File: src/rtl/electronic_to_photonic_tx.sv
// Transmit side of the electronic->photonic ALU boundary: holds one snapshot and
// frames it as SYNC, LANES-wide payload beats (LSB lanes first) and a parity beat.
module electronic_to_photonic_tx #(
    parameter int                WIDTH = 32,
    parameter int                LANES = 4,
    parameter logic [LANES-1:0]  SYNC  = 4'hA,
    parameter int                CNT_W = 16
) (
    input  logic             clk,
    input  logic             rst,
    input  logic [WIDTH-1:0] in_data,
    input  logic             in_valid,
    output logic             in_ready,
    input  logic             link_en,
    output logic [LANES-1:0] tx_data,
    output logic             tx_valid,
    output logic             tx_sof,
    output logic             busy,
    output logic [CNT_W-1:0] frame_cnt,
    output logic [1:0]       dbg_state
);

    localparam int BEATS = WIDTH / LANES;
    localparam int BW    = (BEATS > 1) ? $clog2(BEATS) : 1;

    typedef enum logic [1:0] {
        S_IDLE    = 2'd0,
        S_SYNC    = 2'd1,
        S_PAYLOAD = 2'd2,
        S_PARITY  = 2'd3
    } state_t;

    // Handshake: a word is accepted at an edge where in_valid && in_ready;
    // in_ready depends only on the registered hold_full flag.
    state_t             r_state;
    logic [WIDTH-1:0]   r_hold;
    logic               r_hold_full;
    logic [WIDTH-1:0]   r_shift;
    logic [LANES-1:0]   r_parity;
    logic [BW-1:0]      r_beat;
    logic [LANES-1:0]   r_tx_data;
    logic               r_tx_valid;
    logic               r_tx_sof;
    logic [CNT_W-1:0]   r_frame_cnt;

    state_t             w_next_state;
    logic               w_xfer;
    logic               w_last;
    logic               w_accept;
    logic [LANES-1:0]   w_tx_data;
    logic               w_tx_valid;
    logic               w_tx_sof;

    always_comb begin
        w_next_state = r_state;
        w_tx_data    = '0;
        w_tx_valid   = 1'b0;
        w_tx_sof     = 1'b0;
        w_xfer       = r_hold_full && link_en &&
                       ((r_state == S_IDLE) || (r_state == S_PARITY));
        w_last       = (r_beat == BW'(BEATS - 1));
        w_accept     = in_valid && !r_hold_full;

        case (r_state)
            S_IDLE:    if (w_xfer) w_next_state = S_SYNC;
            S_SYNC:    w_next_state = S_PAYLOAD;
            S_PAYLOAD: if (w_last) w_next_state = S_PARITY;
            S_PARITY:  w_next_state = w_xfer ? S_SYNC : S_IDLE;
            default:   w_next_state = S_IDLE;
        endcase

        // Outputs are those of the state being entered.
        case (w_next_state)
            S_SYNC: begin
                w_tx_data  = SYNC;
                w_tx_valid = 1'b1;
                w_tx_sof   = 1'b1;
            end
            S_PAYLOAD: begin
                w_tx_data  = r_shift[LANES-1:0];
                w_tx_valid = 1'b1;
            end
            S_PARITY: begin
                w_tx_data  = r_parity;
                w_tx_valid = 1'b1;
            end
            default: ;
        endcase
    end

    always_ff @(posedge clk) begin
        if (rst) begin
            r_state     <= S_IDLE;
            r_hold      <= '0;
            r_hold_full <= 1'b0;
            r_shift     <= '0;
            r_parity    <= '0;
            r_beat      <= '0;
            r_tx_data   <= '0;
            r_tx_valid  <= 1'b0;
            r_tx_sof    <= 1'b0;
            r_frame_cnt <= '0;
        end else begin
            r_state    <= w_next_state;
            r_tx_data  <= w_tx_data;
            r_tx_valid <= w_tx_valid;
            r_tx_sof   <= w_tx_sof;

            if (w_xfer) begin
                r_shift     <= r_hold;
                r_parity    <= '0;
                r_beat      <= '0;
                r_hold_full <= 1'b0;
            end else if (w_next_state == S_PAYLOAD) begin
                r_shift  <= r_shift >> LANES;
                r_parity <= r_parity ^ r_shift[LANES-1:0];
                if (r_state == S_PAYLOAD) r_beat <= r_beat + BW'(1);
            end

            // Never coincides with w_xfer, which requires hold_full.
            if (w_accept) begin
                r_hold      <= in_data;
                r_hold_full <= 1'b1;
            end

            if (r_state == S_PARITY) r_frame_cnt <= r_frame_cnt + 1'b1;
        end
    end

    assign in_ready  = !r_hold_full;
    assign tx_data   = r_tx_data;
    assign tx_valid  = r_tx_valid;
    assign tx_sof    = r_tx_sof;
    assign busy      = (r_state != S_IDLE);
    assign frame_cnt = r_frame_cnt;
    assign dbg_state = r_state;

endmodule

File: config.mk
export PLATFORM = sky130hd
export DESIGN_NAME = electronic_to_photonic_tx
export DESIGN_NICKNAME = d
export VERILOG_FILES = /design/src/rtl/electronic_to_photonic_tx.sv
export SDC_FILE = /design/constraint.sdc
export NUM_CORES = 1
export LEC_CHECK = 0
export ABC_AREA = 1
export CAP_MARGIN = 5
export CORE_MARGIN = 5
export CORE_UTILIZATION = 60
export DETAILED_ROUTE_END_ITERATION = 10
export DONT_BUFFER_PORTS = 1
export PLACE_DENSITY = 0.79
export SLEW_MARGIN = 5
export SYNTH_ARGS = -nofsm -noshare
export SYNTH_HDL_FRONTEND = slang
export SYNTH_SLANG_ARGS = --single-unit
File: constraint.sdc
create_clock -name clk -period 3.1 [get_ports clk]
set_clock_uncertainty 0.1 [all_clocks]
set_input_delay 0.31 -clock clk [delete_from_list [all_inputs] [get_ports clk]]
set_output_delay 0.31 -clock clk [all_outputs]
set_load 0.02 [all_outputs]
Word level (Yosys, flattened, before mapping)
Cells that the tools add are included.

storage, ports and cells
  flip-flop bits (word level) = 96
  output and inout bits = 26
  word-level logic and storage cells = 43
  bits of input ports = 36

cells by class
  reduce and logical (&&, ||, !) cells = 12
  eq/ne operators = 7
  $add $sub $neg = 2
  bitwise logic cells = 1
  mux-type cells = 11

operators by type and width
  cell                                                              number
  32-bit two-way mux                                                2
  16-bit by 1-bit adder with 16-bit output (second input constant)  1
  4-bit one-hot mux with 3 select lines                             1
  2-bit == test (second input constant)                             4
  2-bit one-hot mux with 4 select lines                             1
  2-bit nonzero test                                                3
  1-bit two-way mux                                                 5
  2-bit by 1-bit == test with 1-bit output (second input constant)  2
  2-bit two-way mux                                                 2
  4-bit bitwise XOR                                                 1
  3-bit by 1-bit adder with 3-bit output (second input constant)    1
  3-bit == test (second input constant)                             1
  1-bit logical AND                                                 3
  3-bit OR reduction                                                1
  2-bit zero test                                                   1
  2-bit AND reduction                                               1
  2-bit OR reduction                                                1
  1-bit zero test                                                   1
  1-bit logical OR                                                  1

Logic depth before layout (Yosys ltp)
Gate-level depths: netlist of the first run.

  word-level depth = 8
  mapped depth = 13

Worst setup path after synthesis of the first run
OpenSTA, ideal clock, no wires.

  path kind = flip-flop to flip-flop
  start = register r_state[0], in the netlist dbg_state[0]
  end = register r_shift[12]
  clock period less this slack = 2.047 ns
  library setup time = 0.064 ns
  data required time = 2.936 ns
  arrival time = 1.883 ns
  stages on the path, launching flop included = 14
  path slack = 1.053 ns
  path through = dfxtp_1 inv_1 ha_1 inv_2 nand3_2 buf_6 inv_2 buf_2 nand2_1 nand2_1 inv_1 nand2_1 nand2_1 nor2_1

between the ends
  cells in the longest elaborated chain, start to end = 7

RTL lines
  item                                              RTL line  RTL
  start, declared                                   35        state_t r_state;
  start signal, assigned                            104       r_state <= w_next_state;
  2-bit == test or 2-bit zero test (tied branches)  60, 64
  1-bit logical OR                                  60        ((r_state == S_IDLE) || (r_state == S_PARITY));
  1-bit logical AND                                 59        w_xfer = r_hold_full && link_en &&
  2-bit two-way mux                                 65        S_IDLE: if (w_xfer) w_next_state = S_SYNC;
  2-bit one-hot mux with 4 select lines (*)         64        case (r_state)
  net w_next_state[1]                               46        state_t w_next_state;
  2-bit == test (*)                                 114       end else if (w_next_state == S_PAYLOAD) begin
  2-bit nonzero test (no line) (*)                  n/a
  end signal, assigned                              110       r_shift <= r_hold;
  end signal, assigned                              115       r_shift <= r_shift >> LANES;
  end, declared                                     38        logic [WIDTH-1:0] r_shift;

Mark *: on every way through the listed nets, which the timed path passes. The rest lies on a longest branch.
A chain may end at the register's enable or synchronous reset.

Final worst setup path of the first run
  start = register r_state[0], in the netlist dbg_state[0]
  end = register r_shift[18]

The elaborated chain is that of the path after synthesis.

==> results of run 1 <==
==> Yosys cell counts <==
library cell and number:
dfxtp_1 96, nor2_1 125, nor2_2 1, buf_2 13, nor3_1 5, nand2_2 2, nand3_1 26, nand3_2 2
a21oi_1 33, nand2_1 157, nand4_2 1, xor2_1 3, clkinv_1 1, inv_2 2, o21a_1 1, o21ai_0 46
ha_1 7, buf_1 3, nand3b_1 4, o21ai_1 5, clkbuf_1 13, nand4_1 7, inv_1 61, buf_4 1
xnor2_1 1, buf_6 2
==> routing by layer <==
layer,share of wire,vias up
met3,0.056,8
met5,0,-
li1,-,1943
met2,0.50,79
met1,0.44,1703
met4,0.012,0
==> area by class of cell <==
| cell class | count | area (µm²) |
|---|---|---|
| Fill cell | 561 | 2120 |
| Sequential cell | 96 | 1920 |
| Multi-Input combinational cell | 426 | 1890 |
| Timing Repair Buffer | 34 | 323 |
| Inverter | 64 | 240 |
| Clock buffer | 12 | 155 |
| Tap cell | 96 | 120 |
| Clock inverter | 4 | 28.8 |
==> state kept, by name (all words and copies together), names as in the netlist <==
signal and flops:
dbg_state 2, frame_cnt 16, r_beat 3, r_hold 32, r_hold_full 1, r_parity 4
r_shift 32, tx_data 4, tx_sof 1, tx_valid 1
==> power breakdown <==
part | internal (µW) | switching, µW | leakage (µW)
combinational | 436 | 856 | 0.00123
clock | 336 | 422 | 0.0000886
sequential | 1430 | 148 | 0.000788
==> metrics by stage <==
stage / instance area, µm² / total power [µW] / hold slack [ns]
after floorplan: 4210 / 2650 / 0.289
after global placement: 4220 / 2800 / 0.283
after detailed placement: 4220 / 2850 / 0.286
after CTS: 4680 / 3650 / 0.00690
after global routing: 4680 / 3930 / 0.00642
final: 4680 / 3630 / 0.0105
==> cells by family after synthesis <==
| logic type | Yosys count |
|---|---|
| buf+inv | 96 |
| compound gates | 85 |
| simple gates | 330 |
| flops | 96 |
| xor+xnor | 4 |
| fa+ha+maj | 7 |
==> worst max-delay path by stage <==
stage	cells after the start	slack, ns	start	endpoint
floorplan	13	1.05	dbg_state[0]$_SDFF_PP0_	r_shift[12]$_SDFFE_PP0P_
global placement	12	0.64	dbg_state[0]$_SDFF_PP0_	r_shift[16]$_SDFFE_PP0P_
detailed placement	12	0.50	dbg_state[0]$_SDFF_PP0_	r_shift[14]$_SDFFE_PP0P_
CTS	12	0.46	dbg_state[0]$_SDFF_PP0_	r_shift[14]$_SDFFE_PP0P_
global route	12	0.18	dbg_state[0]$_SDFF_PP0_	r_shift[14]$_SDFFE_PP0P_
finish	12	0.45	dbg_state[0]$_SDFF_PP0_	r_shift[18]$_SDFFE_PP0P_
==> run metrics, run 1 <==
IO buf count=0; adder-cell share of the synthesized area=0.0208; Worst R2R Start=dbg_state[0]$_SDFF_PP0_; Cell Area, Synth=4210 µm²; Critical Path Slowest Stage Cell=dfxtp_1; crit path time final=2.65 ns; CTS sink cnt=96; Critical Path Max Stage Delay=0.49 ns; Hold Crit Depth=2; r2r endpoint=r_shift[18]$_SDFFE_PP0P_; Pre-Repair DR Iteration Count=5; top cell type's share of synthesized area=0.457; core footprint=6790 µm²; RePlAce Congestion=0.805; global-route wire length before repair=15,400 µm; simple logic cell fraction of the synthesized area=0.318; CP required=3.29 ns; Die ar.=8790 µm²; largest family of logic cells by synthesized area=simple AND/OR/NAND/NOR gates; Post-route DRC=0; Least-Margin Pin Slew=1.02 ns; root buffer cell=clkbuf_8; Yosys Warn Count=0; Slew Viols, Final=0; Pwr Density=776 nW/µm²; Post-Synth XOR/XNOR Area=0.00833; Worst Path Arrival=2.84 ns; crit path kind=register to register; post-DP HPWL=5840 µm; delay-heaviest family, CP=buffers and inverters; Area Overhead vs Synth=11.2%; commonest cells after routing, fill and taps aside=nand2_1, nor2_1, dfxtp_1, inv_1, o21ai_0; Cell Rows=30; I/O Pins=62; hold endpoint=r_hold[31]$_SDFFE_PP0P_; R2R cell count=12; endpoints failing setup=0; via-per-instance ratio=5.10; final worst slack=0.449 ns; setup tns final=0 ns; dpl ws=0.500 ns; antenna violations before repair=0; Clock Latency Late Sink=0.36 ns; Max-Cap Viols=0; largest net degree at the start of global routing=62; initial DRC count=213; clock buffer depth=2; crit path max fanout=34; GRT Overall Usage=0.217; sequence of cells on the critical path=inv_1 > ha_1 > inv_2 > nand3_2 > buf_4 > inv_2 > nand2_1 > o21ai_1 > inv_1 > nand2_1 > nand2_1 > nor2_1; Buf/Inv on CP=5; routed wire length=9070 µm; Global Route met1 Usage=0.259; period utilisation layout=0.855; main area contributors after synthesis=dfxtp_1, nand2_1, nor2_1; Synth Area per Inst=6.81 µm²; CTS resizes=0; via count=3,733; post-synthesis sequential area ratio=0.457; Max-slew headroom=0.320; total CTS buffers=9; VDD IR max=419 µV; RSZ-0062 raised after global routing=no; Syn Inst Count=618; area leader, netlist=dfxtp_1; WL/cell=12.4 µm; fin util=0.689; most common cell after layout, fill and taps aside=nand2_1; Yosys cell types=26; Finished Layout Cells=732; outcome=complete, no violations; GR Overflow Total=0; Post-CTS Setup Inserts=0; chip height=93.7 µm; CTS tree=done; Initial Utilization=0.619; share of post-route cells with drive strength above 1=0.0472; Post-layout nets=674; critical path launch point type=register; post-synthesis register bit count=96; hold buffer count at cts=27; GR Util met2=0.380; Clock transition at path regs=0.08 ns; Hold Path Class=primary input to register; htree depth=3; busiest grt layer=met2; placed insts=689; achievable frequency=377 MHz; Synth Area in Compound Gates=0.102; Top cell by count, worst path=nand2_1; Hold Vio Cnt, Final=0; Die Width=93.7 µm; min-delay src=in_data[31]; M3 GR Usage=0.0497; mux contribution to synthesized area=0; DRT antenna net count=0; number of global-route vias before repair=3,516; slack of the worst reg-to-reg path=0.45 ns; diodes inserted=0; leakage power figure=0.00211 µW; syn_nets=661; Critical Path Sink Type=register
Power figures use the tool's default switching activity.
==> inputs of run 2 (changes only) <==
--- a/config.mk
+++ b/config.mk
@@ -7,11 +7,13 @@
 export LEC_CHECK = 0
 export ABC_AREA = 1
 export CAP_MARGIN = 5
+export CELL_PAD_IN_SITES_DETAIL_PLACEMENT = 0
+export CELL_PAD_IN_SITES_GLOBAL_PLACEMENT = 2
 export CORE_MARGIN = 5
-export CORE_UTILIZATION = 60
+export CORE_UTILIZATION = 37
 export DETAILED_ROUTE_END_ITERATION = 10
 export DONT_BUFFER_PORTS = 1
-export PLACE_DENSITY = 0.79
+export PLACE_DENSITY = 0.86
 export SLEW_MARGIN = 5
 export SYNTH_ARGS = -nofsm -noshare
 export SYNTH_HDL_FRONTEND = slang
==> run 2 against run 1 <==
Effect of this change: die area grew 55%; largest cell class unchanged; highest routed layer unchanged; critical path depth down 3; routed wire length increased by 1.5%; flip-flop and latch count unchanged; first-iteration DRC count rose by 12%; non-clock buffer count fell by 6; global-route usage is 7.6 points lower.
==> run metrics, run 2 (synthesized netlist as in run 1, its figures left out) <==
outcome=complete, no violations (unchanged); RePlAce Congestion=0.783 (was 0.805); Area Overhead vs Synth=14.0% (was 11.2%); share of post-route cells with drive strength above 1=0.0476 (was 0.0472); crit path kind=register to register (unchanged); most common cell after layout, fill and taps aside=nand2_1 (unchanged); total CTS buffers=9 (unchanged); IO buf count=0 (unchanged); min-delay src=in_data[5] (was in_data[31]); Least-Margin Pin Slew=0.952 ns (was 1.02 ns); crit path max fanout=41 (was 34); Hold Path Class=primary input to register (unchanged); Switching Share=0.361 (was 0.393); hold buffer count at cts=21 (was 27); chip height=117 µm (was 93.7 µm); power share of the clock group=0.283 (was 0.209); Max-Cap Viols=0 (unchanged); period utilisation layout=0.850 (was 0.855); GR Util met2=0.215 (was 0.380); endpoints failing setup=0 (unchanged); post-DP HPWL=5970 µm (was 5840 µm); htree depth=3 (unchanged); leakage power figure=0.00215 µW (was 0.00211 µW); M3 GR Usage=0.0332 (was 0.0497); commonest cells after routing, fill and taps aside=nand2_1, nor2_1, dfxtp_1, inv_1, o21ai_0 (unchanged); number of global-route vias before repair=3,231 (was 3,516); busiest grt layer=met2 (unchanged); largest net degree at the start of global routing=57 (was 62); via count=3,620 (was 3,733); core footprint=11,300 µm² (was 6790 µm²); Internal=2530 µW (was 2210 µW); crit path time final=2.64 ns (was 2.65 ns); CTS tree=done (unchanged); antenna violations before repair=0 (unchanged); Worst Path Arrival=2.72 ns (was 2.84 ns); multi-input logic area=1890 µm² (about the same); VDD IR max=517 µV (was 419 µV); Post-layout nets=668 (was 674); setup tns final=0 ns (unchanged); Initial Utilization=0.373 (was 0.619); Die Width=117 µm (was 93.7 µm); fin util=0.425 (was 0.689); DRT antenna net count=0 (unchanged); Pre-Repair DR Iteration Count=4 (was 5); Slew Viols, Final=0 (unchanged); root buffer cell=clkbuf_16 (was clkbuf_8); Post-route DRC=0 (unchanged); register area=1920 µm² (unchanged); Die ar.=13,600 µm² (was 8790 µm²); clock buffer depth=2 (unchanged); Max-slew headroom=0.363 (was 0.320); I/O Pins=62 (unchanged); sw power=1430 µW (about the same); GR Overflow Total=0 (unchanged); initial DRC count=238 (was 213); RSZ-0062 raised after global routing=no (unchanged); via-per-instance ratio=4.68 (was 5.10); CP required=3.19 ns (was 3.29 ns); routed wire length=9210 µm (was 9070 µm); Critical Path Start=dbg_state[0]$_SDFF_PP0_ (unchanged); CTS sink cnt=96 (unchanged); share of power burned in registers=0.397 (was 0.435); CTS resizes=0 (unchanged); Cell Rows=39 (was 30); diodes inserted=0 (unchanged); Clock Latency Late Sink=0.34 ns (was 0.36 ns); Post-CTS Setup Inserts=0 (unchanged); combinational share of power=0.320 (was 0.356); Pwr Density=827 nW/µm² (was 776 nW/µm²); Worst R2R Start=dbg_state[0]$_SDFF_PP0_ (unchanged); global-route wire length before repair=15,300 µm (was 15,400 µm); GRT Overall Usage=0.141 (was 0.217); Hold Vio Cnt, Final=0 (unchanged); Filler cells=1,192 (was 561); WL/cell=11.9 µm (was 12.4 µm); achievable frequency=379 MHz (was 377 MHz); Clock transition at path regs=0.06 ns (was 0.08 ns); critical path launch point type=register (unchanged); Critical Path Sink Type=register (unchanged); Global Route met1 Usage=0.193 (was 0.259)
-- run 2: worst paths after layout --
| check | slack, ns | depth (start not counted) | to |
|---|---|---|---|
| setup / recovery | 0.46 | 9 | r_shift[10]$_SDFFE_PP0P_ |
| hold / removal | 0.01 | 2 | r_hold[5]$_SDFFE_PP0P_ |
| setup reg to reg | 0.46 | 9 | r_shift[10]$_SDFFE_PP0P_ |
| hold reg to reg | 0.36 | 2 | r_shift[30]$_SDFFE_PP0P_ |
-- run 2: layer usage --
layer | up-vias | routed length, µm
met5 | - | 0
met4 | 0 | 150
met3 | 12 | 482
met2 | 70 | 4030
met1 | 1596 | 4550
li1 | 1942 | -
-- run 2: area by class of cell --
| class | count | area share |
|---|---|---|
| Sequential cell | 96 | 0.401 |
| Clock buffer | 13 | 0.0543 |
| Clock inverter | 3 | 0.00835 |
| Inverter | 64 | 0.0501 |
| Timing Repair Buffer | 28 | 0.0548 |
| Multi-Input combinational cell | 426 | 0.394 |
| Tap cell | 143 | 0.0373 |
-- run 2: metrics by stage --
step / total power, µW / cell area (µm²) / setup slack [ns] / cells / hold slack, ns
finish: 3970 / 4800 / 0.464 / 773 / 0.0132
global route: 4320 / 4800 / 0.180 / 773 / 0.00776
CTS: 4030 / 4800 / 0.451 / 773 / 0.000517
detailed placement: 2860 / 4290 / 0.507 / 736 / 0.288
global placement: 2840 / 4290 / 0.580 / 736 / 0.286
floorplan: 2650 / 4210 / 1.05 / 618 / 0.289
-- run 2: power by group through the flow --
stage          clock, µW  combinational, µW  sequential (µW)
6_report            1120               1270             1570
3_3_place_gp           0               1240             1600
5_1_grt             1210               1510             1600
4_1_cts             1170               1290             1580
3_5_place_dp           0               1250             1600
2_1_floorplan          0               1080             1570
-- run 2: critical path, stage by stage, from the launching register on --
cell,delay (ns)
dfxtp_1,0.49
inv_1,0.18
ha_1,0.36
inv_2,0.13
nand3_2,0.16
buf_4,0.26
nand2_2,0.56
nand2_1,0.12
nand2_1,0.09
nor2_1,0.04
